$ cat src/rtl/axi_err_slave.sv
// rtl/axi_err_slave.sv - AXI3 default/error slave with programmable response, read latency and error capture
module axi_err_slave #(
  parameter int unsigned       DATA_W = 128,
  parameter int unsigned       ID_W   = 8,
  parameter int unsigned       ADDR_W = 40,
  parameter logic [1:0]        RESP   = 2'b11,
  parameter int unsigned       RD_LAT = 1,
  parameter logic [DATA_W-1:0] FILL   = '0
) (
  input  logic                  pll_core_cpuclk,
  input  logic                  pad_cpu_rst_b,

  input  logic                  arvalid,
  output logic                  arready,
  input  logic [ID_W-1:0]       arid,
  input  logic [ADDR_W-1:0]     araddr,
  input  logic [7:0]            arlen,
  input  logic [2:0]            arsize,
  input  logic [1:0]            arburst,
  input  logic [3:0]            arcache,
  input  logic [2:0]            arprot,

  output logic                  rvalid,
  input  logic                  rready,
  output logic [ID_W-1:0]       rid,
  output logic [DATA_W-1:0]     rdata,
  output logic [1:0]            rresp,
  output logic                  rlast,

  input  logic                  awvalid,
  output logic                  awready,
  input  logic [ID_W-1:0]       awid,
  input  logic [ADDR_W-1:0]     awaddr,
  input  logic [7:0]            awlen,
  input  logic [2:0]            awsize,
  input  logic [1:0]            awburst,
  input  logic [3:0]            awcache,
  input  logic [2:0]            awprot,

  input  logic                  wvalid,
  output logic                  wready,
  input  logic [ID_W-1:0]       wid,
  input  logic [DATA_W-1:0]     wdata,
  input  logic [DATA_W/8-1:0]   wstrb,
  input  logic                  wlast,

  output logic                  bvalid,
  input  logic                  bready,
  output logic [ID_W-1:0]       bid,
  output logic [1:0]            bresp,

  input  logic                  err_clr,
  output logic [15:0]           err_cnt,
  output logic [ADDR_W-1:0]     err_addr,
  output logic                  err_addr_vld,
  output logic                  wlast_err
);

  if (RD_LAT < 1 || RD_LAT > 15) begin : g_bad_rd_lat
    $error("axi_err_slave: RD_LAT must be within 1..15");
  end
  if (DATA_W != 32 && DATA_W != 64 && DATA_W != 128 && DATA_W != 256) begin : g_bad_data_w
    $error("axi_err_slave: DATA_W must be 32, 64, 128 or 256");
  end

  typedef enum logic [1:0] {R_IDLE, R_WAIT, R_DATA} rd_state_e;
  typedef enum logic [1:0] {W_IDLE, W_DATA, W_RESP} wr_state_e;

  // Burst attributes and payload are irrelevant to an error responder.
  logic unused_inputs;
  assign unused_inputs = ^{arsize, arburst, arcache, arprot, awsize, awburst,
                           awcache, awprot, wid, wdata, wstrb};

  rd_state_e         rd_state_q;
  logic              arready_q;
  logic              rvalid_q;
  logic              rlast_q;
  logic [ID_W-1:0]   rid_q;
  logic [DATA_W-1:0] rdata_q;
  logic [1:0]        rresp_q;
  logic [7:0]        rlen_q;
  logic [7:0]        beat_cnt_q;
  logic [7:0]        beat_nxt;
  logic [3:0]        lat_cnt_q;
  logic              ar_hs;

  assign ar_hs    = arready_q & arvalid;
  assign beat_nxt = beat_cnt_q + 8'd1;

  always_ff @(posedge pll_core_cpuclk or negedge pad_cpu_rst_b) begin
    if (!pad_cpu_rst_b) begin
      rd_state_q <= R_IDLE;
      arready_q  <= 1'b0;
      rvalid_q   <= 1'b0;
      rlast_q    <= 1'b0;
      rid_q      <= '0;
      rdata_q    <= '0;
      rresp_q    <= 2'b00;
      rlen_q     <= 8'd0;
      beat_cnt_q <= 8'd0;
      lat_cnt_q  <= 4'd0;
    end else begin
      case (rd_state_q)
        R_IDLE: begin
          arready_q <= 1'b1;
          if (ar_hs) begin
            arready_q  <= 1'b0;
            rid_q      <= arid;
            rlen_q     <= arlen;
            lat_cnt_q  <= 4'(RD_LAT - 1);
            rd_state_q <= R_WAIT;
          end
        end
        R_WAIT: begin
          if (lat_cnt_q == 4'd0) begin
            rvalid_q   <= 1'b1;
            rlast_q    <= (rlen_q == 8'd0);
            rdata_q    <= FILL;
            rresp_q    <= RESP;
            beat_cnt_q <= 8'd0;
            rd_state_q <= R_DATA;
          end else begin
            lat_cnt_q <= lat_cnt_q - 4'd1;
          end
        end
        R_DATA: begin
          if (rready) begin
            if (rlast_q) begin
              rvalid_q   <= 1'b0;
              rlast_q    <= 1'b0;
              arready_q  <= 1'b1;
              rd_state_q <= R_IDLE;
            end else begin
              beat_cnt_q <= beat_nxt;
              rlast_q    <= (beat_nxt == rlen_q);
            end
          end
        end
        default: rd_state_q <= R_IDLE;
      endcase
    end
  end

  wr_state_e       wr_state_q;
  logic            awready_q;
  logic            wready_q;
  logic            bvalid_q;
  logic [ID_W-1:0] bid_q;
  logic [1:0]      bresp_q;
  logic [7:0]      wlen_q;
  logic [7:0]      wbeat_cnt_q;
  logic            aw_hs;
  logic            w_hs;
  logic            w_final;
  logic            wlast_mis;

  assign aw_hs     = awready_q & awvalid;
  assign w_hs      = wready_q & wvalid;
  assign w_final   = (wbeat_cnt_q == wlen_q);
  assign wlast_mis = w_hs & (wlast ^ w_final);

  // Completion follows the awlen beat count; wlast only feeds the sticky flag.
  always_ff @(posedge pll_core_cpuclk or negedge pad_cpu_rst_b) begin
    if (!pad_cpu_rst_b) begin
      wr_state_q  <= W_IDLE;
      awready_q   <= 1'b0;
      wready_q    <= 1'b0;
      bvalid_q    <= 1'b0;
      bid_q       <= '0;
      bresp_q     <= 2'b00;
      wlen_q      <= 8'd0;
      wbeat_cnt_q <= 8'd0;
    end else begin
      case (wr_state_q)
        W_IDLE: begin
          awready_q <= 1'b1;
          if (aw_hs) begin
            awready_q   <= 1'b0;
            wready_q    <= 1'b1;
            bid_q       <= awid;
            wlen_q      <= awlen;
            wbeat_cnt_q <= 8'd0;
            wr_state_q  <= W_DATA;
          end
        end
        W_DATA: begin
          if (w_hs) begin
            if (w_final) begin
              wready_q   <= 1'b0;
              bvalid_q   <= 1'b1;
              bresp_q    <= RESP;
              wr_state_q <= W_RESP;
            end else begin
              wbeat_cnt_q <= wbeat_cnt_q + 8'd1;
            end
          end
        end
        W_RESP: begin
          if (bready) begin
            bvalid_q   <= 1'b0;
            awready_q  <= 1'b1;
            wr_state_q <= W_IDLE;
          end
        end
        default: wr_state_q <= W_IDLE;
      endcase
    end
  end

  logic [15:0]       err_cnt_q, err_cnt_d;
  logic [ADDR_W-1:0] err_addr_q, err_addr_d;
  logic              err_addr_vld_q, err_addr_vld_d;
  logic              wlast_err_q, wlast_err_d;
  logic [1:0]        hs_inc;
  logic [16:0]       cnt_sum;

  assign hs_inc  = {1'b0, ar_hs} + {1'b0, aw_hs};
  assign cnt_sum = {1'b0, err_cnt_q} + {15'd0, hs_inc};

  // Clear wins over both counting and capture in the same cycle.
  always_comb begin
    err_cnt_d      = err_cnt_q;
    err_addr_d     = err_addr_q;
    err_addr_vld_d = err_addr_vld_q;
    wlast_err_d    = wlast_err_q;
    if (err_clr) begin
      err_cnt_d      = 16'd0;
      err_addr_vld_d = 1'b0;
      wlast_err_d    = 1'b0;
    end else begin
      err_cnt_d   = cnt_sum[16] ? 16'hFFFF : cnt_sum[15:0];
      wlast_err_d = wlast_err_q | wlast_mis;
      if (!err_addr_vld_q && (ar_hs || aw_hs)) begin
        err_addr_d     = ar_hs ? araddr : awaddr;
        err_addr_vld_d = 1'b1;
      end
    end
  end

  always_ff @(posedge pll_core_cpuclk or negedge pad_cpu_rst_b) begin
    if (!pad_cpu_rst_b) begin
      err_cnt_q      <= 16'd0;
      err_addr_q     <= '0;
      err_addr_vld_q <= 1'b0;
      wlast_err_q    <= 1'b0;
    end else begin
      err_cnt_q      <= err_cnt_d;
      err_addr_q     <= err_addr_d;
      err_addr_vld_q <= err_addr_vld_d;
      wlast_err_q    <= wlast_err_d;
    end
  end

  assign arready      = arready_q;
  assign rvalid       = rvalid_q;
  assign rid          = rid_q;
  assign rdata        = rdata_q;
  assign rresp        = rresp_q;
  assign rlast        = rlast_q;
  assign awready      = awready_q;
  assign wready       = wready_q;
  assign bvalid       = bvalid_q;
  assign bid          = bid_q;
  assign bresp        = bresp_q;
  assign err_cnt      = err_cnt_q;
  assign err_addr     = err_addr_q;
  assign err_addr_vld = err_addr_vld_q;
  assign wlast_err    = wlast_err_q;

endmodule

$ cat config.mk
export PLATFORM = sky130hd
export DESIGN_NAME = axi_err_slave
export DESIGN_NICKNAME = d
export VERILOG_FILES = /design/src/rtl/axi_err_slave.sv
export SDC_FILE = /design/constraint.sdc
export NUM_CORES = 1
export LEC_CHECK = 0
export CAP_MARGIN = 0
export CORE_AREA = 2 2 196 198
export DETAILED_ROUTE_END_ITERATION = 6
export DIE_AREA = 0 0 198 200
export GPL_TIMING_DRIVEN = 0
export PLACE_DENSITY_LB_ADDON = 0.2
export SETUP_SLACK_MARGIN = 0.4
export SYNTH_ARGS = -nofsm -noshare
export SYNTH_HDL_FRONTEND = slang
export SYNTH_SLANG_ARGS = --single-unit
$ cat constraint.sdc
create_clock -name pll_core_cpuclk -period 2.1 [get_ports pll_core_cpuclk]
set_input_delay 0.21 -clock pll_core_cpuclk [delete_from_list [all_inputs] [get_ports pll_core_cpuclk]]
set_output_delay 0.21 -clock pll_core_cpuclk [all_outputs]
set_load 0.02 [all_outputs]
======== Word level (Yosys, flattened, before mapping) ========
Cells that the tools add are included.
cells by class
  $add $sub $neg .......................... 5
  multiply operators ...................... 0
  div/mod/pow operators ................... 0
  magnitude comparators ................... 0
  eq/ne operators ......................... 17
  shift-type cells ........................ 0
  mux-type cells .......................... 50
  bitwise logic cells ..................... 7
  reduce and logical (&&, ||, !) cells .... 30
operator list
  operator                                              number
  two-way mux 8 bit                                     6
  two-way mux 40 bit                                    1
  two-way mux 16 bit                                    2
  one-hot mux 8 bit (2 select lines)                    2
  AND reduction 4 bit                                   7
  inequality test 2 bit (second input constant)         11
  two-way mux 1 bit                                     20
  adder 16 x 2 -> 17 bit                                1
  adder 8 x 1 -> 8 bit (second input constant)          2
  equality test 8 bit                                   2
  two-way mux 2 bit                                     8
  nonzero test 2 bit                                    7
  one-hot mux 1 bit (2 select lines)                    6
  one-hot mux 2 bit (3 select lines)                    2
  AND reduction 3 bit                                   4
  AND reduction 2 bit                                   5
  zero test 8 bit                                       1
  two-way mux 4 bit                                     2
  one-hot mux 4 bit (2 select lines)                    1
  bitwise AND 1 bit                                     4
  equality test 2 x 1 -> 1 bit (second input constant)  2
  equality test 2 bit (second input constant)           2
  zero test 2 bit                                       2
  zero test 4 bit                                       1
  other kinds (8)                                       8
word-level totals
  register bits after elaboration ......... 122
  latch bits .............................. 0
  bits in writable memories ............... 0
  bits in read-only memories .............. 0
  bits of input ports ..................... 297
  output and inout bits ................... 212
  memories kept ........................... 0

======== Logic depth before layout (Yosys ltp) ========
Gate-level depths: netlist of the first run.
  depth after elaboration ................. 5
  gate-level depth with buffers ........... 9
  gate-level depth less buffers ........... 9

======== Worst setup path before layout of the first run ========
No wires, ideal clock.
  path type ............................... reg2reg
  start point ............................. reg arready_q, in the netlist arready
  end point ............................... reg err_cnt_q[9], in the netlist err_cnt[9]
  library setup time ...................... 0.080 ns
  data arrival time ....................... 2.336 ns
  required time ........................... 2.020 ns
  path slack .............................. -0.317 ns
  stages on the path, launching flop included .. 10
  period minus slack after synthesis ...... 2.417 ns
  cell sequence ........................... dfrtp_1 nand2_1 inv_1 fa_1 ha_1 inv_1 or3_4 or3b_4 and4_4 nor3_2
on the way
  word-level cells in the longest chain between the ends .. 5
ends and longest elaborated chain
  what                    line  RTL
  from (decl)             75    logic arready_q;
  from (signal assigned)  93    arready_q <= 1'b0;
  from (signal assigned)  105   arready_q <= 1'b1;
  from (signal assigned)  107   arready_q <= 1'b0;
  bitwise AND 1 bit       87    assign ar_hs = arready_q & arvalid;
  adder 1 x 1 -> 2 bit    217   assign hs_inc = {1'b0, ar_hs} + {1'b0, aw_hs};
  adder 16 x 2 -> 17 bit  218   assign cnt_sum = {1'b0, err_cnt_q} + {15'd0, hs_inc};
  two-way mux 16 bit      231   err_cnt_d = cnt_sum[16] ? 16'hFFFF : cnt_sum[15:0];
  two-way mux 16 bit      226   if (err_clr) begin
  named net err_cnt_d[9]  210   logic [15:0] err_cnt_q, err_cnt_d;
  to (signal assigned)    247   err_cnt_q <= err_cnt_d;
  to (decl)               210
The timed path passes the listed nets, and every way through them passes these cells.
A chain may end at the register's enable or synchronous reset.

======== Worst setup path in the final report of the first run ========
  start point ............................. reg arready_q, in the netlist arready
  end point ............................... reg err_cnt_q[13], in the netlist err_cnt[13]
Same word-level chain as after synthesis.

==> results of run 1 <==
-- per-stage QoR --
step           instances  hold slack [ns]  setup slack [ns]  cell area, sq um
5_1_grt             1624           0.2896          -0.09132             11230
6_report            1624           0.2723           0.01164             11230
3_5_place_dp        1560           0.1813           -0.9916             10020
2_1_floorplan        844         -0.08559           0.03560              7312
4_1_cts             1610           0.2659         -0.005149             10940
3_3_place_gp        1559           0.4608            -5.318              9993
-- cell type report --
type / count / area (sq um) / share of cell area [%]
clock inverter: 11 / 142.6 / 1.270
tap: 511 / 639.4 / 5.692
buffer: 156 / 1160 / 10.33
clock buffer: 21 / 470.5 / 4.188
multi-input combinational: 553 / 3381 / 30.10
sequential: 122 / 3060 / 27.25
timing repair buffer: 237 / 2325 / 20.70
inverter: 13 / 53.80 / 0.4790
-- metal layers --
| layer | wire [um] | part of all wire [%] | track usage (%) | vias up |
|---|---|---|---|---|
| li1 | - | - | - | 2943 |
| met1 | 9263 | 42 | 13.08 | 2649 |
| met2 | 10500 | 48 | 18.04 | 203 |
| met3 | 1775 | 8.1 | 4.688 | 18 |
| met4 | 310 | 1.4 | 3.676 | 0 |
| met5 | 0 | 0 | 0 | - |
-- power by group --
| part | internal [mW] | switching [mW] |
|---|---|---|
| registers | 3.26 | 0.679 |
| clock network | 1.96 | 1.14 |
| logic | 2.80 | 2.98 |
-- path summary, 6_finish.rpt --
check	end	depth (start not counted)
worst max-delay path	err_cnt[13]$_DFF_PN0_	9
worst min-delay path	bid[3]$_DFFE_PN0P_	2
worst max register to register	err_cnt[13]$_DFF_PN0_	9
worst min register to register	bid[2]$_DFFE_PN0P_	2
max in group asynchronous	arready$_DFFE_PN0P_	3
min in group pll_core_cpuclk	wlen_q[6]$_DFFE_PN0P_	3
-- cell families after synthesis --
family	synth area share (%)
and+or+nand+nor	15.61
buffers and inverters	16.61
DFF	45.12
AOI/OAI and AO/OA	9.449
muxes	9.024
xor gates and xnor gates	3.106
adders and majority gates	1.036
other	0.05542
-- placed cells by master (no fill, tap or decap), drive strengths merged, types with 5 or more instances in the layout --
cell type      instances
dlygate4sd2           24
inv                   14
nor3                   8
mux2i                 43
clkbuf                40
nand4                 10
dlymetal6s2s           7
a31oi                  5
nor2                  23
clkinv                 5
clkdlybuf4s50        172
mux2                  16
xor2                   7
conb                 128
a21oi                 26
nand3                 15
nor2b                  8
or3                   10
buf                  169
nand2                116
and2                   7
xnor2                 17
nand2b                 7
o21ai                 63
dfrtp                122
-- sequential cells by signal, summed over array words and instances (netlist names) --
name and count:
wlen_q 8, bid 8, wready 1, rlast 1
wbeat_cnt_q 8, rd_state_q 2, bresp 1, err_cnt 16
beat_cnt_q 8, awready 1, arready 1, wr_state_q 2
lat_cnt_q 4, rid 8, rlen_q 8, err_addr 40
bvalid 1, rresp 1, wlast_err 1, err_addr_vld 1
rvalid 1
-- repair_timing --
item / CTS / global route
endpoints found under the setup margin: 132 / 110
hold buffers: 1 / 0
setup buffers: 17 / 13
cloned: 0 / 1
pin swaps: 19 / 20
gates resized for setup: 80 / 61
hold endpoints to repair: 45 / 0
==> flow_metrics.tcl, run 1 <==
set metrics [dict create \
    rsz0062_at_grt "yes" \
    postRouteAntennaNets 0 \
    grt_usage_pct 11.04 \
    r2r_start "arready$_DFFE_PN0P_" \
    place_congestion 0.7539 \
    wirelength_mm 21.84 \
    timing.critical_path.cells "nand2_8, inv_4, fa_2, ha_4, inv_2, or3_4, or3b_4, buf_4, a31oi_1" \
    synth-seq-cells 122 \
    startpoint_type "flip-flop" \
    grt_antenna_before_repair 0 \
    cts_buffer_depth 2 \
    status "finished, final reports clean" \
    critPathArrivalTime_ns 2.44 \
    synth_commonest_cells "buf_4, dfrtp_1, nand2_1" \
    drv_slew 0 \
    cp-end-kind "flip-flop" \
    cp_num_buf_inv 3 \
    clk_latency_ns 0.44 \
    ys_types 51 \
    crit_start "arready$_DFFE_PN0P_" \
    dieArea_sq_um 39600 \
    diodes 0 \
    post-route-drc-count 0 \
    fp-row-count 71 \
    finalCritPeriodShare_pct 99.45 \
    period_needed_ns 2.088 \
    yosysMostFrequentCell "buf_4" \
    dpl.hpwl_mm 16.08 \
    tightest_slew_ns 1.014 \
    yosysWarnings 0 \
    die_h_um 200 \
    r2r_slack_ns 0.01 \
    clk_pin_slew_ns 0.06 \
    grt_max_degree 78 \
    cts_buffers 17 \
    grt_remaining_overflow 0 \
    cts_tree "yes" \
    fill_cells 3974 \
    core_area_sq_um 37400 \
    start_util_pct 18.09 \
    synth_edf_count 0 \
    path_delay_family "simple AND/OR/NAND/NOR gates" \
    drt-initial-drc-count 183 \
    synth_area_sq_um 6766 \
    fin_skew_ns 0.01371 \
    crit_slowest_cell "dfrtp_2" \
    syn_area_per_cell_sq_um 9.437 \
    vias 5813 \
    cts-htree-levels 4 \
    peakVddDrop_uv 577.5 \
    nets 1402 \
    layout-drive-gt1-share_pct 27.22 \
    first_pass_iters 4 \
    tns_ns 0 \
    areaGrowthSynthToFinish_pct 65.99 \
    via_per_inst 3.579 \
    critical_path_class "flip-flop to flip-flop" \
    grt_pass1_vias 5639 \
    synthTopCellsByArea "dfrtp_1, buf_4, nand2_1" \
    ys.flop_type "dfrtp_1" \
    powerDensity_nw_per_um2 1141 \
    clock_sinks 122 \
    synth_area_leader_cell "dfrtp_1" \
    clockRootBuffer "clkbuf_16" \
    grt_pass1_wl_mm 32.55 \
    io_buffers 204 \
    hold_class "primary input to async pin" \
    critPathMaxStageDelay_ns 0.42 \
    hold_viol_final 0 \
    maxCapViolations 0 \
    power.leakage_nw 5.434 \
    slew_headroom_pct 32.39 \
    io_pins 509 \
    synth-seq-area-share_pct 45.12 \
    synthDominantCellAreaShare_pct 45.12 \
    total_power_mw 12.82 \
    fin_util_pct 30.03 \
    netlist_instances 717 \
    required_ns 2.45 \
    fmax_mhz 478.8 \
    wire_per_inst_um 13.45 \
    setup_viol 0 \
    die_w_um 198 \
    crit_fanout 4 \
    async_reset_ff_share_pct 100.0 \
]
Note: power is estimated with default switching activity, not from simulation.
==> run 2: changes to the inputs <==
--- a/config.mk
+++ b/config.mk
@@ -5,12 +5,13 @@
 export SDC_FILE = /design/constraint.sdc
 export NUM_CORES = 1
 export LEC_CHECK = 0
+export ABC_CLOCK_PERIOD_IN_PS = 2100
 export CAP_MARGIN = 0
 export CORE_AREA = 2 2 196 198
 export DETAILED_ROUTE_END_ITERATION = 6
 export DIE_AREA = 0 0 198 200
+export GPL_ROUTABILITY_DRIVEN = 0
 export GPL_TIMING_DRIVEN = 0
-export PLACE_DENSITY_LB_ADDON = 0.2
 export SETUP_SLACK_MARGIN = 0.4
 export SYNTH_ARGS = -nofsm -noshare
 export SYNTH_HDL_FRONTEND = slang
==> flow_metrics.tcl, run 2 (synthesis gave the netlist of run 1 again) <==
set metrics [dict create \
    power.leakage_nw 5.421 \
    layout-drive-gt1-share_pct 27.58 \
    clk_pin_slew_ns 0.07 \
    cts_buffers 17 \
    via_per_inst 3.666 \
    swShare_pct 38.63 \
    status "complete, but fails checks" \
    wirelength_mm 21.27 \
    critical_path_class "flip-flop to flip-flop" \
    switchingPower_mw 4.981 \
    post-route-worst-setup-slack_ns -0.003815 \
    nets 1402 \
    fp-row-count 71 \
    io_pins 509 \
    cp-end-kind "flip-flop" \
    tightest_slew_ns 0.7836 \
    clk_latency_ns 0.43 \
    pwr-share-seq_pct 30.9 \
    finalCritPeriodShare_pct 100.2 \
    critPathArrivalTime_ns 2.46 \
    cts-htree-levels 4 \
    setup_viol 1 \
    start_util_pct 18.09 \
    drt-initial-drc-count 211 \
    cts_tree "yes" \
    intPower_mw 7.914 \
    post-route-drc-count 0 \
    drv_slew 0 \
    final_area_sq_um 11280 \
    layout_common_cells "clkdlybuf4s50_1, buf_4, conb_1, dfrtp_1, nand2_1" \
    die_h_um 200 \
    diodes 0 \
    grt_pass1_wl_mm 31.11 \
    detailedPlace.worstSlack_ns -0.8671 \
    rsz0062_at_grt "yes" \
    violations "setup timing" \
    wire_per_inst_um 13.10 \
    fmax_mhz 475.3 \
    required_ns 2.45 \
    p_comb_share_pct 45.8 \
    timing.critical_path.cells "nand2_8, inv_4, fa_2, ha_4, inv_2, or3_4, or3b_4, buf_12, a21oi_2" \
    startpoint_type "flip-flop" \
    grt_usage_pct 10.51 \
    largest_reg_flops 40 \
    powerDensity_nw_per_um2 1143 \
    grt_antenna_before_repair 0 \
    hold_class "primary input to async pin" \
    vias 5953 \
    dpl.hpwl_mm 15.22 \
    period_needed_ns 2.104 \
    areaGrowthSynthToFinish_pct 66.73 \
    crit_fanout 10 \
    dieArea_sq_um 39600 \
    fill_cells 3902 \
    maxCapViolations 0 \
    clockRootBuffer "clkbuf_16" \
    die_w_um 198 \
    final_common_cell "clkdlybuf4s50_1" \
    postRouteAntennaNets 0 \
    power_frac_clock_pct 23.3 \
    hold_viol_final 0 \
    cts_buffer_depth 2 \
    grt_pass1_vias 5477 \
    grt_remaining_overflow 0 \
    clock_sinks 122 \
    critPathMaxStageDelay_ns 0.43 \
    grt_max_degree 80 \
    peakVddDrop_uv 718.9 \
    fin_skew_ns 0.01074 \
    slew_headroom_pct 47.76 \
    postPlaceCellArea_sq_um 10020 \
    io_buffers 204 \
    first_pass_iters 4 \
    whs_ns 0.2932 \
    crit_slowest_cell "dfrtp_2" \
    core_area_sq_um 37400 \
]
[run 2: through the flow]
step | TNS (ns) | utilization [%] | total power [mW] | instances
6_report | -0.003815 | 30.17 | 12.89 | 1624
5_1_grt | -0.5542 | 30.17 | 13.75 | 1624
4_1_cts | 0 | 29.20 | 12.62 | 1609
3_5_place_dp | -31.45 | 26.80 | 9.249 | 1560
3_3_place_gp | -580.76 | 26.72 | 9.164 | 1559
2_1_floorplan | 0 | - | 6.868 | 844
[run 2: power by group through the flow]
| stage | Sequential, mW | Clock [mW] | Combinational [mW] |
|---|---|---|---|
| 6_report | 3.98 | 3.01 | 5.90 |
| 5_1_grt | 4.12 | 3.22 | 6.41 |
| 4_1_cts | 3.94 | 3.14 | 5.55 |
| 3_5_place_dp | 3.96 | 0 | 5.29 |
| 3_3_place_gp | 3.93 | 0 | 5.23 |
| 2_1_floorplan | 4.62 | 0 | 2.25 |
[run 2: metal layers]
layer	wire length [um]	GRT usage [%]
met1	8543	11.99
met2	10260	17.29
met3	2105	4.738
met4	361	4.010
met5	0	0
[run 2: repair_timing]
action,4_1_cts,5_1_grt
hold endpoints to repair,43,0
resized for setup,84,79
cloned,0,1
hold buffers,1,0
buffers inserted,16,14
setup endpoints to repair,135,117
pin swaps,13,23
[run 2: final cells by class]
class                      instances  area (sq um)  area share, %
buffer                           156          1200          10.64
timing repair buffer             237          2328          20.64
sequential                       122          3062          27.14
tap                              511         639.4          5.667
clock inverter                    15         163.9          1.453
clock buffer                      17         425.4          3.771
multi-input combinational        553          3412          30.24
inverter                          13         51.30         0.4547
[run 2: final timing paths]
kind	to	depth (start not counted)	slack [ns]	start
max in group asynchronous	beat_cnt_q[0]$_DFFE_PN0P_	3	1.00	pad_cpu_rst_b
hold reg to reg	err_addr[8]$_DFFE_PN0P_	2	0.47	err_addr[8]$_DFFE_PN0P_
hold / removal	bid[1]$_DFFE_PN0P_	2	0.29	pad_cpu_rst_b
setup reg to reg	err_cnt[0]$_DFF_PN0_	9	-0.004	arready$_DFFE_PN0P_
setup / recovery	err_cnt[0]$_DFF_PN0_	9	-0.004	arready$_DFFE_PN0P_
min in group pll_core_cpuclk	bid[0]$_DFFE_PN0P_	3	0.30	awid[0]
[run 2: critical path, delay by kind of cell, from the launching register on]
family / cells / cell delay, ns
buf+inv: 3 / 0.27
flops: 1 / 0.43
fa+ha+maj: 2 / 0.36
compound gates: 1 / 0.13
simple gates: 3 / 0.83
==> run 3: changes to the inputs <==
--- a/config.mk
+++ b/config.mk
@@ -6,7 +6,6 @@
 export NUM_CORES = 1
 export LEC_CHECK = 0
 export ABC_CLOCK_PERIOD_IN_PS = 2100
-export CAP_MARGIN = 0
 export CORE_AREA = 2 2 196 198
 export DETAILED_ROUTE_END_ITERATION = 6
 export DIE_AREA = 0 0 198 200
==> results of run 3 <==
Final layout, timing and power as in run 2 (identical DEF).
